===== src/rtl/seq_alu_pkg.sv =====
// seq_alu_pkg: shared types and constants for the sequential ALU.
//   func_e  - 4-bit operation codes (10..15 are illegal)
//   state_e - control FSM states
//   flags_t - registered status flags
package seq_alu_pkg;

    localparam int FUNC_W = 4;

    typedef enum logic [FUNC_W-1:0] {
        FN_ADD  = 4'd0,
        FN_SUB  = 4'd1,
        FN_NOT  = 4'd2,
        FN_AND  = 4'd3,
        FN_OR   = 4'd4,
        FN_XOR  = 4'd5,
        FN_SLT  = 4'd6,
        FN_EQ   = 4'd7,
        FN_SLTU = 4'd8,
        FN_MUL  = 4'd9
    } func_e;

    typedef enum logic [1:0] {
        ST_IDLE = 2'd0,
        ST_BUSY = 2'd1,
        ST_DONE = 2'd2
    } state_e;

    typedef struct packed {
        logic carry;
        logic overflow;
        logic zero;
        logic negative;
        logic err;
    } flags_t;

endpackage


===== src/rtl/seq_alu_mul.sv =====
// seq_alu_mul: iterative unsigned shift-add multiplier, one multiplier bit
// per clock, 2*WIDTH accumulator.
//   start      - load operands (pulse, only while idle)
//   a, b       - multiplicand / multiplier
//   flush      - abandon the current product
//   done       - high during the last iteration; lo/hi_nonzero are valid
//                in that same cycle so the caller can register them
//   lo         - low WIDTH bits of the product
//   hi_nonzero - high WIDTH bits of the product are non-zero
module seq_alu_mul #(
    parameter int WIDTH = 32
) (
    input  logic             clk,
    input  logic             rst_n,
    input  logic             start,
    input  logic             flush,
    input  logic [WIDTH-1:0] a,
    input  logic [WIDTH-1:0] b,
    output logic             done,
    output logic [WIDTH-1:0] lo,
    output logic             hi_nonzero
);
    localparam int CNT_W = $clog2(WIDTH);
    localparam logic [CNT_W-1:0] LAST = CNT_W'(WIDTH - 1);

    logic               busy_q,   busy_d;
    logic [CNT_W-1:0]   cnt_q,    cnt_d;
    logic [2*WIDTH-1:0] mcand_q,  mcand_d;
    logic [WIDTH-1:0]   mplier_q, mplier_d;
    logic [2*WIDTH-1:0] acc_q,    acc_d;
    logic [2*WIDTH-1:0] acc_sum;

    always_comb begin
        // Partial product for this iteration: multiplicand already shifted
        // to the weight of the current multiplier bit.
        acc_sum    = acc_q + (mplier_q[0] ? mcand_q : '0);
        done       = busy_q && (cnt_q == LAST);
        lo         = acc_sum[WIDTH-1:0];
        hi_nonzero = |acc_sum[2*WIDTH-1:WIDTH];

        busy_d   = busy_q;
        cnt_d    = cnt_q;
        mcand_d  = mcand_q;
        mplier_d = mplier_q;
        acc_d    = acc_q;

        if (busy_q) begin
            acc_d    = acc_sum;
            mcand_d  = mcand_q << 1;
            mplier_d = mplier_q >> 1;
            cnt_d    = cnt_q + 1'b1;
            if (done) busy_d = 1'b0;
        end
        if (start) begin
            busy_d   = 1'b1;
            cnt_d    = '0;
            mcand_d  = {{WIDTH{1'b0}}, a};
            mplier_d = b;
            acc_d    = '0;
        end
        if (flush) busy_d = 1'b0;
    end

    always_ff @(posedge clk or negedge rst_n) begin
        if (!rst_n) begin
            busy_q   <= 1'b0;
            cnt_q    <= '0;
            mcand_q  <= '0;
            mplier_q <= '0;
            acc_q    <= '0;
        end else begin
            busy_q   <= busy_d;
            cnt_q    <= cnt_d;
            mcand_q  <= mcand_d;
            mplier_q <= mplier_d;
            acc_q    <= acc_d;
        end
    end

endmodule


===== src/rtl/seq_alu.sv =====
// seq_alu: registered ALU with valid/ready handshake on input and output.
//   clk, rst_n           - clock, async active-low reset
//   flush                - synchronous abort back to IDLE (highest priority)
//   in_valid/in_ready    - request handshake; in_ready only in IDLE
//   a, b, func           - operands and operation code
//   out_valid/out_ready  - response handshake
//   result, carry, overflow, zero, negative, err - registered response
// Build option: define SEQ_ALU_MUL_EN to enable the iterative MUL (func 9);
// otherwise func 9 is treated as illegal.
module seq_alu
    import seq_alu_pkg::*;
#(
    parameter int WIDTH = 32
) (
    input  logic              clk,
    input  logic              rst_n,
    input  logic              flush,
    input  logic              in_valid,
    output logic              in_ready,
    input  logic [WIDTH-1:0]  a,
    input  logic [WIDTH-1:0]  b,
    input  logic [FUNC_W-1:0] func,
    output logic              out_valid,
    input  logic              out_ready,
    output logic [WIDTH-1:0]  result,
    output logic              carry,
    output logic              overflow,
    output logic              zero,
    output logic              negative,
    output logic              err
);
    localparam int MSB = WIDTH - 1;

    state_e           state_q,  state_d;
    logic [WIDTH-1:0] result_q, result_d;
    flags_t           flags_q,  flags_d;

    // Single-cycle datapath, evaluated on the live inputs; it is only
    // registered on the acceptance edge, which captures the operands.
    logic             sub;
    logic [WIDTH-1:0] bx;
    logic [WIDTH:0]   sum;
    logic [WIDTH-1:0] alu_res;
    logic             alu_c, alu_v, alu_err;
    logic             is_mul;

    always_comb begin
        sub     = (func == FN_SUB);
        bx      = b ^ {WIDTH{sub}};
        sum     = {1'b0, a} + {1'b0, bx} + {{WIDTH{1'b0}}, sub};
        alu_res = '0;
        alu_c   = 1'b0;
        alu_v   = 1'b0;
        alu_err = 1'b0;
        case (func_e'(func))
            FN_ADD, FN_SUB: begin
                alu_res = sum[WIDTH-1:0];
                alu_c   = sum[WIDTH];
                alu_v   = (a[MSB] == bx[MSB]) && (sum[MSB] != a[MSB]);
            end
            FN_NOT:  alu_res = ~a;
            FN_AND:  alu_res = a & b;
            FN_OR:   alu_res = a | b;
            FN_XOR:  alu_res = a ^ b;
            FN_SLT:  alu_res = WIDTH'($signed(a) < $signed(b));
            FN_EQ:   alu_res = WIDTH'(a == b);
            FN_SLTU: alu_res = WIDTH'(a < b);
            default: alu_err = 1'b1;  // includes MUL, which is routed elsewhere when enabled
        endcase
    end

`ifdef SEQ_ALU_MUL_EN
    logic             mul_start;
    logic             mul_done;
    logic [WIDTH-1:0] mul_lo;
    logic             mul_hi_nz;

    assign is_mul = (func == FN_MUL);

    seq_alu_mul #(.WIDTH(WIDTH)) u_mul (
        .clk        (clk),
        .rst_n      (rst_n),
        .start      (mul_start),
        .flush      (flush),
        .a          (a),
        .b          (b),
        .done       (mul_done),
        .lo         (mul_lo),
        .hi_nonzero (mul_hi_nz)
    );
`else
    assign is_mul = 1'b0;
`endif

    always_comb begin
        state_d  = state_q;
        result_d = result_q;
        flags_d  = flags_q;
`ifdef SEQ_ALU_MUL_EN
        mul_start = 1'b0;
`endif
        case (state_q)
            ST_IDLE: begin
                if (in_valid) begin
                    if (is_mul) begin
`ifdef SEQ_ALU_MUL_EN
                        mul_start = 1'b1;
                        state_d   = ST_BUSY;
`endif
                    end else begin
                        state_d          = ST_DONE;
                        result_d         = alu_res;
                        flags_d.carry    = alu_c;
                        flags_d.overflow = alu_v;
                        // Illegal ops report only err; zero must not follow result == 0.
                        flags_d.zero     = !alu_err && (alu_res == '0);
                        flags_d.negative = !alu_err && alu_res[MSB];
                        flags_d.err      = alu_err;
                    end
                end
            end
`ifdef SEQ_ALU_MUL_EN
            ST_BUSY: begin
                if (mul_done) begin
                    state_d          = ST_DONE;
                    result_d         = mul_lo;
                    flags_d.carry    = mul_hi_nz;
                    flags_d.overflow = 1'b0;
                    flags_d.zero     = (mul_lo == '0);
                    flags_d.negative = mul_lo[MSB];
                    flags_d.err      = 1'b0;
                end
            end
`endif
            ST_DONE: begin
                if (out_ready) state_d = ST_IDLE;
            end
            default: state_d = ST_IDLE;
        endcase

        // Flush wins over everything: no acceptance, no result load.
        if (flush) begin
            state_d  = ST_IDLE;
            result_d = result_q;
            flags_d  = flags_q;
`ifdef SEQ_ALU_MUL_EN
            mul_start = 1'b0;
`endif
        end
    end

    always_ff @(posedge clk or negedge rst_n) begin
        if (!rst_n) begin
            state_q  <= ST_IDLE;
            result_q <= '0;
            flags_q  <= '0;
        end else begin
            state_q  <= state_d;
            result_q <= result_d;
            flags_q  <= flags_d;
        end
    end

    assign in_ready  = (state_q == ST_IDLE);
    assign out_valid = (state_q == ST_DONE);
    assign result    = result_q;
    assign carry     = flags_q.carry;
    assign overflow  = flags_q.overflow;
    assign zero      = flags_q.zero;
    assign negative  = flags_q.negative;
    assign err       = flags_q.err;

endmodule


===== config.mk =====
export PLATFORM = sky130hd
export DESIGN_NAME = seq_alu
export DESIGN_NICKNAME = d
export VERILOG_FILES = /design/src/rtl/seq_alu_pkg.sv /design/src/rtl/seq_alu_mul.sv /design/src/rtl/seq_alu.sv
export SDC_FILE = /design/constraint.sdc
export NUM_CORES = 1
export LEC_CHECK = 0
export BUFFER_PORTS_ARGS = -buffer_cell sky130_fd_sc_hd__buf_2
export CAP_MARGIN = 20
export CORE_ASPECT_RATIO = 0.9
export CORE_MARGIN = 2
export CORE_UTILIZATION = 45
export DETAILED_ROUTE_END_ITERATION = 8
export HOLD_SLACK_MARGIN = 0.12
export PLACE_DENSITY = 0.66
export SYNTH_ARGS = -nofsm -noshare
export SYNTH_HDL_FRONTEND = slang
export SYNTH_HIERARCHICAL = 1
export SYNTH_SLANG_ARGS = --single-unit

===== constraint.sdc =====
create_clock -name clk -period 6.8 [get_ports clk]
set_clock_uncertainty 0.05 [all_clocks]
set_input_delay 0 -clock clk [delete_from_list [all_inputs] [get_ports clk]]
set_output_delay 0 -clock clk [all_outputs]
set_load 0.02 [all_outputs]

==> results of run 1 <==
[registers in the layout, indices dropped and copies added, names as in the netlist]
signal	flops
result	32
negative	1
carry	1
err	1
overflow	1
state_q	1
zero	1
[per-stage QoR]
stage / power [mW] / util [%]
floorplan: 0.6666 / -
global placement: 0.8433 / 51.48
detailed placement: 0.8459 / 51.48
CTS: 1.160 / 53.10
global route: 1.240 / 53.10
finish: 1.163 / 53.10
[logic make-up (layout without fill, tap and decap cells)]
group                      after synthesis  in the layout  synth area share, %
and+or+nand+nor                        244            244                17.62
AOI/OAI and AO/OA                      271            271                27.10
xor gates and xnor gates                54             54                7.208
adders and majority gates              132            132                25.29
buffers and inverters                  126            216                7.475
muxes                                    5              5               0.8200
DFF                                     38             38                14.49
[Yosys cell counts (8+ instances only)]
cell,n,area (µm²)
sky130_fd_sc_hd__nand4_1,16,100.1
sky130_fd_sc_hd__nor4_1,12,75.07
sky130_fd_sc_hd__a21o_1,16,120.1
sky130_fd_sc_hd__a22oi_1,12,90.09
sky130_fd_sc_hd__a211oi_1,8,60.06
sky130_fd_sc_hd__dfrtp_1,38,950.9
sky130_fd_sc_hd__nor2_1,58,217.7
sky130_fd_sc_hd__a21oi_1,74,370.4
sky130_fd_sc_hd__nand3_1,11,55.05
sky130_fd_sc_hd__nand2_1,94,352.8
sky130_fd_sc_hd__clkbuf_1,33,123.9
sky130_fd_sc_hd__o21ai_0,61,305.3
sky130_fd_sc_hd__inv_1,84,315.3
sky130_fd_sc_hd__ha_1,131,1639
sky130_fd_sc_hd__xor2_1,13,113.9
sky130_fd_sc_hd__nor3_1,12,60.06
sky130_fd_sc_hd__a31oi_1,11,68.82
sky130_fd_sc_hd__o22ai_1,15,93.84
sky130_fd_sc_hd__xnor2_1,41,359.1
[critical path: stages]
cell                      delay (ns)
sky130_fd_sc_hd__buf_2          0.22
sky130_fd_sc_hd__nor4b_4        0.32
sky130_fd_sc_hd__buf_4          0.38
sky130_fd_sc_hd__xnor2_1        0.11
sky130_fd_sc_hd__ha_1           0.40
sky130_fd_sc_hd__a21oi_2        0.32
sky130_fd_sc_hd__o22ai_1        0.18
sky130_fd_sc_hd__nor4_1         0.28
sky130_fd_sc_hd__a21oi_1        0.15
sky130_fd_sc_hd__a211o_1        0.32
sky130_fd_sc_hd__and4_1         0.21
sky130_fd_sc_hd__nor3_1         0.27
sky130_fd_sc_hd__nor4b_1        0.40
sky130_fd_sc_hd__nand4_1        0.18
sky130_fd_sc_hd__o41ai_2        0.35
[worst paths after layout]
kind / slack [ns] / end / start
min in group asynchronous: 0.32 / result[2] / rst_n
max reg2reg: 3.73 / zero / state_q[1]
max in group asynchronous: 5.84 / result[9] / rst_n
max: 2.81 / zero / func[1]
min reg2reg: 0.42 / result[20] / result[20]
min: 0.14 / overflow / a[31]
[metal layers]
layer	up-vias	track usage (%)	wire length (µm)
met1	3124	40.14	10350
met5	-	0	0
met2	266	38.78	8444
met3	20	3.732	1617
met4	0	4.484	242
li1	3295	-	-
[report_power, final]
| group | internal, mW | switching, mW | leakage [nW] |
|---|---|---|---|
| Combinational | 0.214 | 0.363 | 3.17 |
| Sequential | 0.258 | 0.0195 | 0.504 |
| Clock | 0.220 | 0.0879 | 0.0971 |
| Total | 0.693 | 0.470 | 3.77 |
[layout make-up]
cell class              instances  area [µm²]
well taps                     193       241.5
clock inverters                 2       60.06
multi-input cells             706        5151
flip-flops and latches         38       950.9
inverters                      84       315.3
clock buffers                   6       138.9
repair buffers                124       660.6
fillers                      1434        6640
[timing repair]
| item | CTS | global route |
|---|---|---|
| endpoints found under the hold margin | 39 | 0 |
| hold buffers | 3 | 0 |
| setup buffers | 0 | 0 |
==> results.toml, run 1 <==
[cts]
resized_cells_post_cts = 0
cts_buffers = 5
clock_sinks = 38
tritoncts = "built"
worst_setup_hold_path_clk_slew_ns = 0.06
clkLatencyLatePin_ns = 0.28
max-clock-path-buffers = 2
h-tree-depth = 2
clock-root-buffer = "sky130_fd_sc_hd__clkbuf_16"

[run]
max_cap_viol_count = 0

[synthesis]
synthesis.yosys.warnings = 6
postSynthNetCount = 1075
gate_count_after_technology_mapping = 870
postSynth.asyncResetShare_pct = 100.0
mappedNetlistArea_mm2 = 0.006561
synthDistinctLibCells = 71
synth_sequential_area_ratio_pct = 14.49
synth_edf_count = 0
yosys_most_used_dff = "sky130_fd_sc_hd__dfrtp_1"
postSynthRegisterBits = 38
mean_post_synth_cell_area_um2 = 7.542

[setup_path]
timing.critical_path.required_ns = 6.93
signal_arrival_time_at_the_worst_endpoint_ns = 4.12
critPathKind = "in2reg"
critical_path.endpoint_type = "flop"
timing.critical_path.from_type = "input port"
reg2regPathDepth = 9
worst_path_max_fanout = 22

[global_routing]
pin_count_of_the_biggest_net_entering_global_routing = 78
grt.total_usage_pct = 26.10
first_global_vias = 6119
grt_remaining_overflow = 0
first_pass_grt_wire_length_um = 33020
grt_antenna_before_repair = 0

[power]
power_density_mw_per_mm2 = 154.7
peakVddDrop_uv = 114.0
p_leak_nw = 3.767

[routing]
viasPerCell = 5.815
routed-via-count = 6705
first_iter_violations = 786
routedWlPerCell_um = 17.91
route.final.wire_length_um = 20650
detailedRoute.firstPassIterationCount = 6
drtAntennaViolNets = 0
drt_drc_violations_left = 0

[sta]
hold_ws_ns = 0.1428
rsz0062_at_grt = "no"
post_route_worst_setup_slack_ns = 2.814
setup_total_neg_slack_ns = 0
report.final.slew_viol_count = 0
timing.final.setup_violations = 0
clock.fmax_ghz = 0.2509
post-route-period-util_pct = 58.62
timing_worst_slew_pin_value_ns = 0.9066
finalCriticalPeriod_ns = 3.986
worst_slew_margin_rel_pct = 39.56
finalHoldViolations = 0

[layout]
post_route_cells_drive_above_1_share_pct = 15.42
layout.cells.non_filler = 1153
post-route-cell-area_mm2 = 0.007518
area_added_between_synthesis_and_finish_pct = 14.59
final_net_count = 1164
layout.cells.most_common = "sky130_fd_sc_hd__ha_1"
mostFrequentLayoutCells = "sky130_fd_sc_hd__ha_1, sky130_fd_sc_hd__buf_2, sky130_fd_sc_hd__nand2_1"
insertedDiodeCount = 0

[floorplan]
design.core.area_mm2 = 0.01416
dieHeight_um = 118.6
start_util_pct = 46.34
floorplan.rows = 41
die_outline_area_mm2 = 0.01556
dieWidth_um = 131.3
io_pins = 112

[place]
dpl_cell_area_mm2 = 0.007289
dp.final_hpwl_um = 16330
dp_cells = 1142
globalplace.congestion = 1.001
dpl_worst_slack_ns = 2.596
placement.io_buffers = 111

[hold_path]
hold_wc_path_type = "in2reg"
worst_hold_path.num_cells = 4

[status]
outcome = "finished, final reports clean"
(Power assumes the default switching activity.)
==> run 2, diff against run 1 <==
--- a/config.mk
+++ b/config.mk
@@ -5,6 +5,7 @@
 export SDC_FILE = /design/constraint.sdc
 export NUM_CORES = 1
 export LEC_CHECK = 0
+export ABC_AREA = 1
 export BUFFER_PORTS_ARGS = -buffer_cell sky130_fd_sc_hd__buf_2
 export CAP_MARGIN = 20
 export CORE_ASPECT_RATIO = 0.9
@@ -12,7 +13,7 @@
 export CORE_UTILIZATION = 45
 export DETAILED_ROUTE_END_ITERATION = 8
 export HOLD_SLACK_MARGIN = 0.12
-export PLACE_DENSITY = 0.66
+export PLACE_DENSITY = 0.68
 export SYNTH_ARGS = -nofsm -noshare
 export SYNTH_HDL_FRONTEND = slang
 export SYNTH_HIERARCHICAL = 1
==> constraint.sdc (replaced) <==
create_clock -name clk -period 3.5 [get_ports clk]
set_clock_uncertainty 0.05 [all_clocks]
set_input_delay 0 -clock clk [delete_from_list [all_inputs] [get_ports clk]]
set_output_delay 0 -clock clk [all_outputs]
set_load 0.02 [all_outputs]
==> run 2 against run 1 <==
Net effect: core utilization fell by 1.3 points; sequential share of layout area shrank 0.67 points; sequential cell count unchanged; register-to-register slack lost 2.3 ns; die area is 6.8% higher; sequential power grew 92%.
==> results.toml, run 2 <==
[status]
outcome = "finished, final reports clean"

[layout]
layout.area.seq_um2 = 950.9
post_route_cells_drive_above_1_share_pct = 14.65
max_ffs_per_register = 32
layout.cells.most_common = "sky130_fd_sc_hd__nand2_1"
final_net_count = 1412
area_added_between_synthesis_and_finish_pct = 13.02
layout.cells.non_filler = 1410
mostFrequentLayoutCells = "sky130_fd_sc_hd__nand2_1, sky130_fd_sc_hd__inv_1, sky130_fd_sc_hd__ha_1"
multi_input_comb_area_mm2 = 0.005269
num-fill-cells = 1622
insertedDiodeCount = 0

[routing]
route.final.wire_length_um = 20920
viasPerCell = 5.193
drtAntennaViolNets = 0
drt_drc_violations_left = 0
detailedRoute.firstPassIterationCount = 5
routed-via-count = 7322
first_iter_violations = 540
routedWlPerCell_um = 14.83

[power]
peakVddDrop_uv = 303.2
final_total_pwr_mw = 2.104
p_leak_nw = 4.595
power_density_mw_per_mm2 = 265.0

[synthesis]
synthDominantCellAreaShare_pct = 23.34
gate_count_after_technology_mapping = 1101
synth_top_cells_by_area = "sky130_fd_sc_hd__ha_1, sky130_fd_sc_hd__nand2_1, sky130_fd_sc_hd__dfrtp_1"
synthDistinctLibCells = 44
postSynthRegisterBits = 38
postSynthNetCount = 1306
synthesis.yosys.warnings = 6
postSynth.asyncResetShare_pct = 100.0
mean_post_synth_cell_area_um2 = 6.379
synth_edf_count = 0
synthDominantAreaCellType = "sky130_fd_sc_hd__ha_1"
mappedNetlistArea_mm2 = 0.007023
synth_most_common_cell = "sky130_fd_sc_hd__nand2_1"
yosys_most_used_dff = "sky130_fd_sc_hd__dfrtp_1"
synth_sequential_area_ratio_pct = 13.54
synth_common_cells = "sky130_fd_sc_hd__nand2_1, sky130_fd_sc_hd__inv_1, sky130_fd_sc_hd__ha_1, sky130_fd_sc_hd__nor2_1, sky130_fd_sc_hd__nand3_1"

[setup_path]
critPathKind = "in2reg"
critical_path.endpoint_type = "flop"
endpoint = "zero"
signal_arrival_time_at_the_worst_endpoint_ns = 2.95
timing.critical_path.required_ns = 3.63
setup.reg_to_reg.worst_slack_ns = 1.44
timing.rr.start = "state_q[1]"
worst_path_max_fanout = 20
r2r-end = "zero"
timing.critical_path.from_type = "input port"
reg2regPathDepth = 15
worst_setup_path_startpoint = "func[3]"

[global_routing]
pin_count_of_the_biggest_net_entering_global_routing = 39
first_global_vias = 6642
first_pass_grt_wire_length_um = 33780
grt.total_usage_pct = 25.63
grt_antenna_before_repair = 0
grt_remaining_overflow = 0

[sta]
post_route_worst_setup_slack_ns = 0.6771
post-route-period-util_pct = 80.65
setup_total_neg_slack_ns = 0
worst_slew_margin_rel_pct = 43.89
timing.final.setup_violations = 0
timing_worst_slew_pin_value_ns = 0.8397
rsz0062_at_grt = "no"
finalCriticalPeriod_ns = 2.823
finalHoldViolations = 0
report.final.slew_viol_count = 0
clock.fmax_ghz = 0.3542

[floorplan]
dieHeight_um = 122.5
io_pins = 112
dieWidth_um = 135.7
start_util_pct = 45.80
floorplan.rows = 43
design.core.area_mm2 = 0.01533
die_outline_area_mm2 = 0.01662

[run]
max_cap_viol_count = 0

[cts]
h-tree-depth = 2
clock_sinks = 38
clock-root-buffer = "sky130_fd_sc_hd__clkbuf_16"
resized_cells_post_cts = 0
clkLatencyLatePin_ns = 0.28
cts_buffers = 5
max-clock-path-buffers = 2
worst_setup_hold_path_clk_slew_ns = 0.06
tritoncts = "built"

[place]
placement.io_buffers = 111
globalplace.congestion = 0.9397
dpl_worst_slack_ns = 0.4637
dp_cells = 1399
dp.final_hpwl_um = 17450

[hold_path]
hold_wc_path_type = "in2reg"
-- run 2: routing by layer --
metal / track usage [%] / routed length (µm)
met5: 0 / 0
met4: 5.339 / 260
met3: 2.602 / 1432
met2: 39.17 / 8551
met1: 38.84 / 10670
-- run 2: power breakdown --
group | total [mW] | internal [mW] | switching (mW)
clock | 0.451 | 0.282 | 0.169
combinational | 1.12 | 0.380 | 0.738
sequential | 0.535 | 0.502 | 0.0323
-- run 2: cell families (layout without fill, tap and decap cells) --
logic type               count (synthesis)  after routing  share of synthesized area, %
XOR/XNOR                                34             34                         4.240
AO/OA/AOI/OAI                          168            168                         14.43
buffers and inverters                  202            309                         11.51
adder cells (fa/ha/maj)                132            132                         23.62
flip-flops                              38             38                         13.54
AND/OR/NAND/NOR                        527            527                         32.66
-- run 2: timing repair --
item	in CTS	in global routing
setup buffers	0	0
hold endpoints to repair	39	0
hold buffers	3	0
-- run 2: stage by stage --
| step | area, µm² | utilization, % | hold WS, ns |
|---|---|---|---|
| 4_1_cts | 7938 | 51.77 | 0.1391 |
| 6_report | 7938 | 51.77 | 0.1456 |
| 3_3_place_gp | 7760 | 50.61 | 0.08475 |
| 2_1_floorplan | 7023 | - | -0.3456 |
| 3_5_place_dp | 7760 | 50.61 | 0.08805 |
| 5_1_grt | 7938 | 51.77 | 0.1784 |
-- run 2: area by class of cell --
| cell class | count | area share, % |
|---|---|---|
| clock buffers | 7 | 1.797 |
| clock inverters | 1 | 0.06305 |
| inverters | 179 | 8.465 |
| multi-input cells | 861 | 66.38 |
| flip-flops and latches | 38 | 11.98 |
| well taps | 202 | 3.184 |
| repair buffers | 122 | 8.134 |
-- run 2: how the worst min path moves through the flow --
| stage | from | to | slack (ns) | cells past startpoint |
|---|---|---|---|---|
| 6_report | func[3] | err | 0.15 | 5 |
| 5_1_grt | a[31] | overflow | 0.18 | 3 |
| 4_1_cts | a[31] | overflow | 0.14 | 3 |
| 3_5_place_dp | rst_n | result[2] | 0.09 | 1 |
| 3_3_place_gp | rst_n | result[2] | 0.08 | 1 |
| 2_1_floorplan | rst_n | carry | -0.35 | 0 |
-- run 2: worst max-delay path: stages --
cell                      delay [ns]
sky130_fd_sc_hd__buf_2          0.14
sky130_fd_sc_hd__nor2_4         0.18
sky130_fd_sc_hd__nand2_1        0.10
sky130_fd_sc_hd__buf_4          0.24
sky130_fd_sc_hd__xor2_1         0.18
sky130_fd_sc_hd__ha_1           0.37
sky130_fd_sc_hd__a21oi_1        0.27
sky130_fd_sc_hd__o21ai_0        0.19
sky130_fd_sc_hd__nor2_1         0.24
sky130_fd_sc_hd__nor2_1         0.06
sky130_fd_sc_hd__nor2_1         0.08
sky130_fd_sc_hd__nand2_1        0.12
sky130_fd_sc_hd__nand2_1        0.08
sky130_fd_sc_hd__nand2_1        0.04
sky130_fd_sc_hd__o21ai_0        0.29
sky130_fd_sc_hd__nor2_1         0.11
sky130_fd_sc_hd__nand3_1        0.10
sky130_fd_sc_hd__nor2_1         0.04
sky130_fd_sc_hd__nand2_1        0.05
sky130_fd_sc_hd__nand2_1        0.04
==> run 3, diff against run 2 <==
--- a/config.mk
+++ b/config.mk
@@ -5,7 +5,7 @@
 export SDC_FILE = /design/constraint.sdc
 export NUM_CORES = 1
 export LEC_CHECK = 0
-export ABC_AREA = 1
+export ABC_AREA = 0
 export BUFFER_PORTS_ARGS = -buffer_cell sky130_fd_sc_hd__buf_2
 export CAP_MARGIN = 20
 export CORE_ASPECT_RATIO = 0.9
@@ -13,7 +13,7 @@
 export CORE_UTILIZATION = 45
 export DETAILED_ROUTE_END_ITERATION = 8
 export HOLD_SLACK_MARGIN = 0.12
-export PLACE_DENSITY = 0.68
+export PLACE_DENSITY = 0.66
 export SYNTH_ARGS = -nofsm -noshare
 export SYNTH_HDL_FRONTEND = slang
 export SYNTH_HIERARCHICAL = 1
==> constraint.sdc (replaced) <==
create_clock -name clk -period 2.6 [get_ports clk]
set_clock_uncertainty 0.05 [all_clocks]
set_input_delay 0 -clock clk [delete_from_list [all_inputs] [get_ports clk]]
set_output_delay 0 -clock clk [all_outputs]
set_load 0.02 [all_outputs]
==> run 3 against run 2 <==
Net effect: the flow now finishes with violations (setup timing); worst hold slack gained 0.043 ns; wire length grew 19%; cell area grew 34%; sequential cell count is the same; setup slack lost 1.4 ns; final cell count grew 4.0%; core utilization grew 24 points; register-to-register slack lost 1.1 ns; via count grew 11%; largest power group unchanged.
==> results.toml, run 3 (synthesis gave the netlist of run 1 again) <==
[status]
outcome = "finished, violations left"
violations = "setup timing"

[layout]
max_ffs_per_register = 32
multi_input_comb_area_mm2 = 0.005847
layout.cells.most_common = "sky130_fd_sc_hd__buf_4"
final_util_pct = 75.30
layout.area.seq_um2 = 950.9
area_added_between_synthesis_and_finish_pct = 62.49
post_route_cells_drive_above_1_share_pct = 43.99
final_net_count = 1477
insertedDiodeCount = 0
mostFrequentLayoutCells = "sky130_fd_sc_hd__buf_4, sky130_fd_sc_hd__ha_1, sky130_fd_sc_hd__buf_2"
post-route-cell-area_mm2 = 0.01066
num-fill-cells = 1061

[power]
final_total_pwr_mw = 3.909
power_density_mw_per_mm2 = 366.7
p_leak_nw = 5.450
peakVddDrop_uv = 407.7

[floorplan]
die_outline_area_mm2 = 0.01556
floorplan.rows = 41
design.core.area_mm2 = 0.01416
dieWidth_um = 131.3
io_pins = 112
dieHeight_um = 118.6
start_util_pct = 46.34

[global_routing]
first_pass_grt_wire_length_um = 38610
grt.total_usage_pct = 30.48
pin_count_of_the_biggest_net_entering_global_routing = 78
grt_remaining_overflow = 0
grt_antenna_before_repair = 0
first_global_vias = 7737

[sta]
hold_ws_ns = 0.1886
report.final.slew_viol_count = 0
rsz0062_at_grt = "yes"
finalHoldViolations = 0
timing.final.setup_violations = 21
post-route-period-util_pct = 126.8
post_route_worst_setup_slack_ns = -0.6967
worst_slew_margin_rel_pct = 22.25
clock.fmax_ghz = 0.3033
timing_worst_slew_pin_value_ns = 1.160
finalCriticalPeriod_ns = 3.297

[setup_path]
signal_arrival_time_at_the_worst_endpoint_ns = 3.43
path_cells = "buf_8 -> nor4b_4 -> buf_12 -> buf_8 -> xnor2_1 -> ha_1 -> buf_4 -> nand4_1 -> buf_4 -> o41ai_4 -> buf_4 -> o21ai_2 -> xor2_1 -> o221ai_2 -> nor4_2 -> nand4_1 -> o41ai_2"
timing.critical_path.mode_cell = "sky130_fd_sc_hd__buf_4"
cp_slowest_stage_delay_ns = 0.37
timing.critical_path.required_ns = 2.74
critPathKind = "in2reg"
timing.critical_path.from_type = "input port"
setup.reg_to_reg.worst_slack_ns = 0.35
worst_path_max_fanout = 8
cpMaxStageDelayCell = "sky130_fd_sc_hd__ha_1"
critical_path.endpoint_type = "flop"

[cts]
clock-root-buffer = "sky130_fd_sc_hd__clkbuf_16"
clkLatencyLatePin_ns = 0.28
tritoncts = "built"
h-tree-depth = 2
clock_sinks = 38
worst_setup_hold_path_clk_slew_ns = 0.06
cts_buffers = 5
max-clock-path-buffers = 2

[routing]
viasPerCell = 5.543
first_iter_violations = 697
route.final.wire_length_um = 24970
routed-via-count = 8126
detailedRoute.firstPassIterationCount = 8
routedWlPerCell_um = 17.04
drtAntennaViolNets = 0
drt_drc_violations_left = 0

[hold_path]
hold_wc_path_type = "in2reg"

[place]
placement.io_buffers = 111
globalplace.congestion = 0.9937
dpl_cell_area_mm2 = 0.009564
dpl_worst_slack_ns = -1.125
dp.final_hpwl_um = 18960

[run]
max_cap_viol_count = 0
==> run 3: cell count changes in the layout (fill, tap and decap cells not counted), moves of 13 or more <==
cell                      previous run  this run
sky130_fd_sc_hd__inv_2              14         0
sky130_fd_sc_hd__nor2_1             99        51
sky130_fd_sc_hd__a21oi_2             1        22
sky130_fd_sc_hd__nand2_2            15         2
sky130_fd_sc_hd__nand2_1           297        92
sky130_fd_sc_hd__buf_4               8       309
sky130_fd_sc_hd__xor2_1             32        12
sky130_fd_sc_hd__inv_1             164        84
sky130_fd_sc_hd__xnor2_1             2        32
sky130_fd_sc_hd__nand3_1            63        10
==> run 3: repair_timing <==
item	in CTS	in global routing
pin swaps	57	44
hold buffers	3	0
hold endpoints to repair	39	0
resized for setup	83	59
setup buffers	15	11
setup endpoints to repair	23	31
==> run 3: layout make-up <==
cell class | instances | share of cell area, %
multi-input cells | 706 | 54.84
repair buffers | 437 | 29.15
flip-flops and latches | 38 | 8.919
inverters | 84 | 2.957
well taps | 193 | 2.265
clock buffers | 6 | 1.303
clock inverters | 2 | 0.5633
==> run 3: layer usage <==
layer	global-route usage (%)	vias to the layer above	wire [µm]
met5	0	-	0
met1	43.12	3809	11460
met2	48.65	352	11100
met3	3.260	62	1762
met4	9.783	0	652
li1	-	3903	-
==> run 3: critical path, delay by kind of cell <==
family	cells	cell delay, ns
fa+ha+maj	1	0.37
compound gates	4	0.74
buf+inv	6	0.98
simple gates	4	1.04
xor+xnor	2	0.28
==> run 3: worst paths after layout <==
kind,cells after the start,start,end
setup / recovery,17,func[1],zero
hold / removal,5,a[31],overflow
setup reg to reg,9,state_q[1],zero
hold reg to reg,2,result[22],result[22]
max in group asynchronous,2,rst_n,result[23]
min in group asynchronous,2,rst_n,result[11]
==> run 3: report_power, final <==
part / switching [mW] / total, mW / leakage (nW) / internal, mW
clock network: 0.235 / 0.810 / 0.0971 / 0.576
logic: 1.24 / 2.38 / 4.85 / 1.14
registers: 0.0464 / 0.722 / 0.504 / 0.676
==> run 3: through the flow <==
step / TNS [ns] / std cells
finish: -7.331 / 1466
global route: -10.54 / 1466
CTS: -5.778 / 1457
detailed placement: -16.76 / 1432
global placement: -15.50 / 1432
floorplan: -3.334 / 870
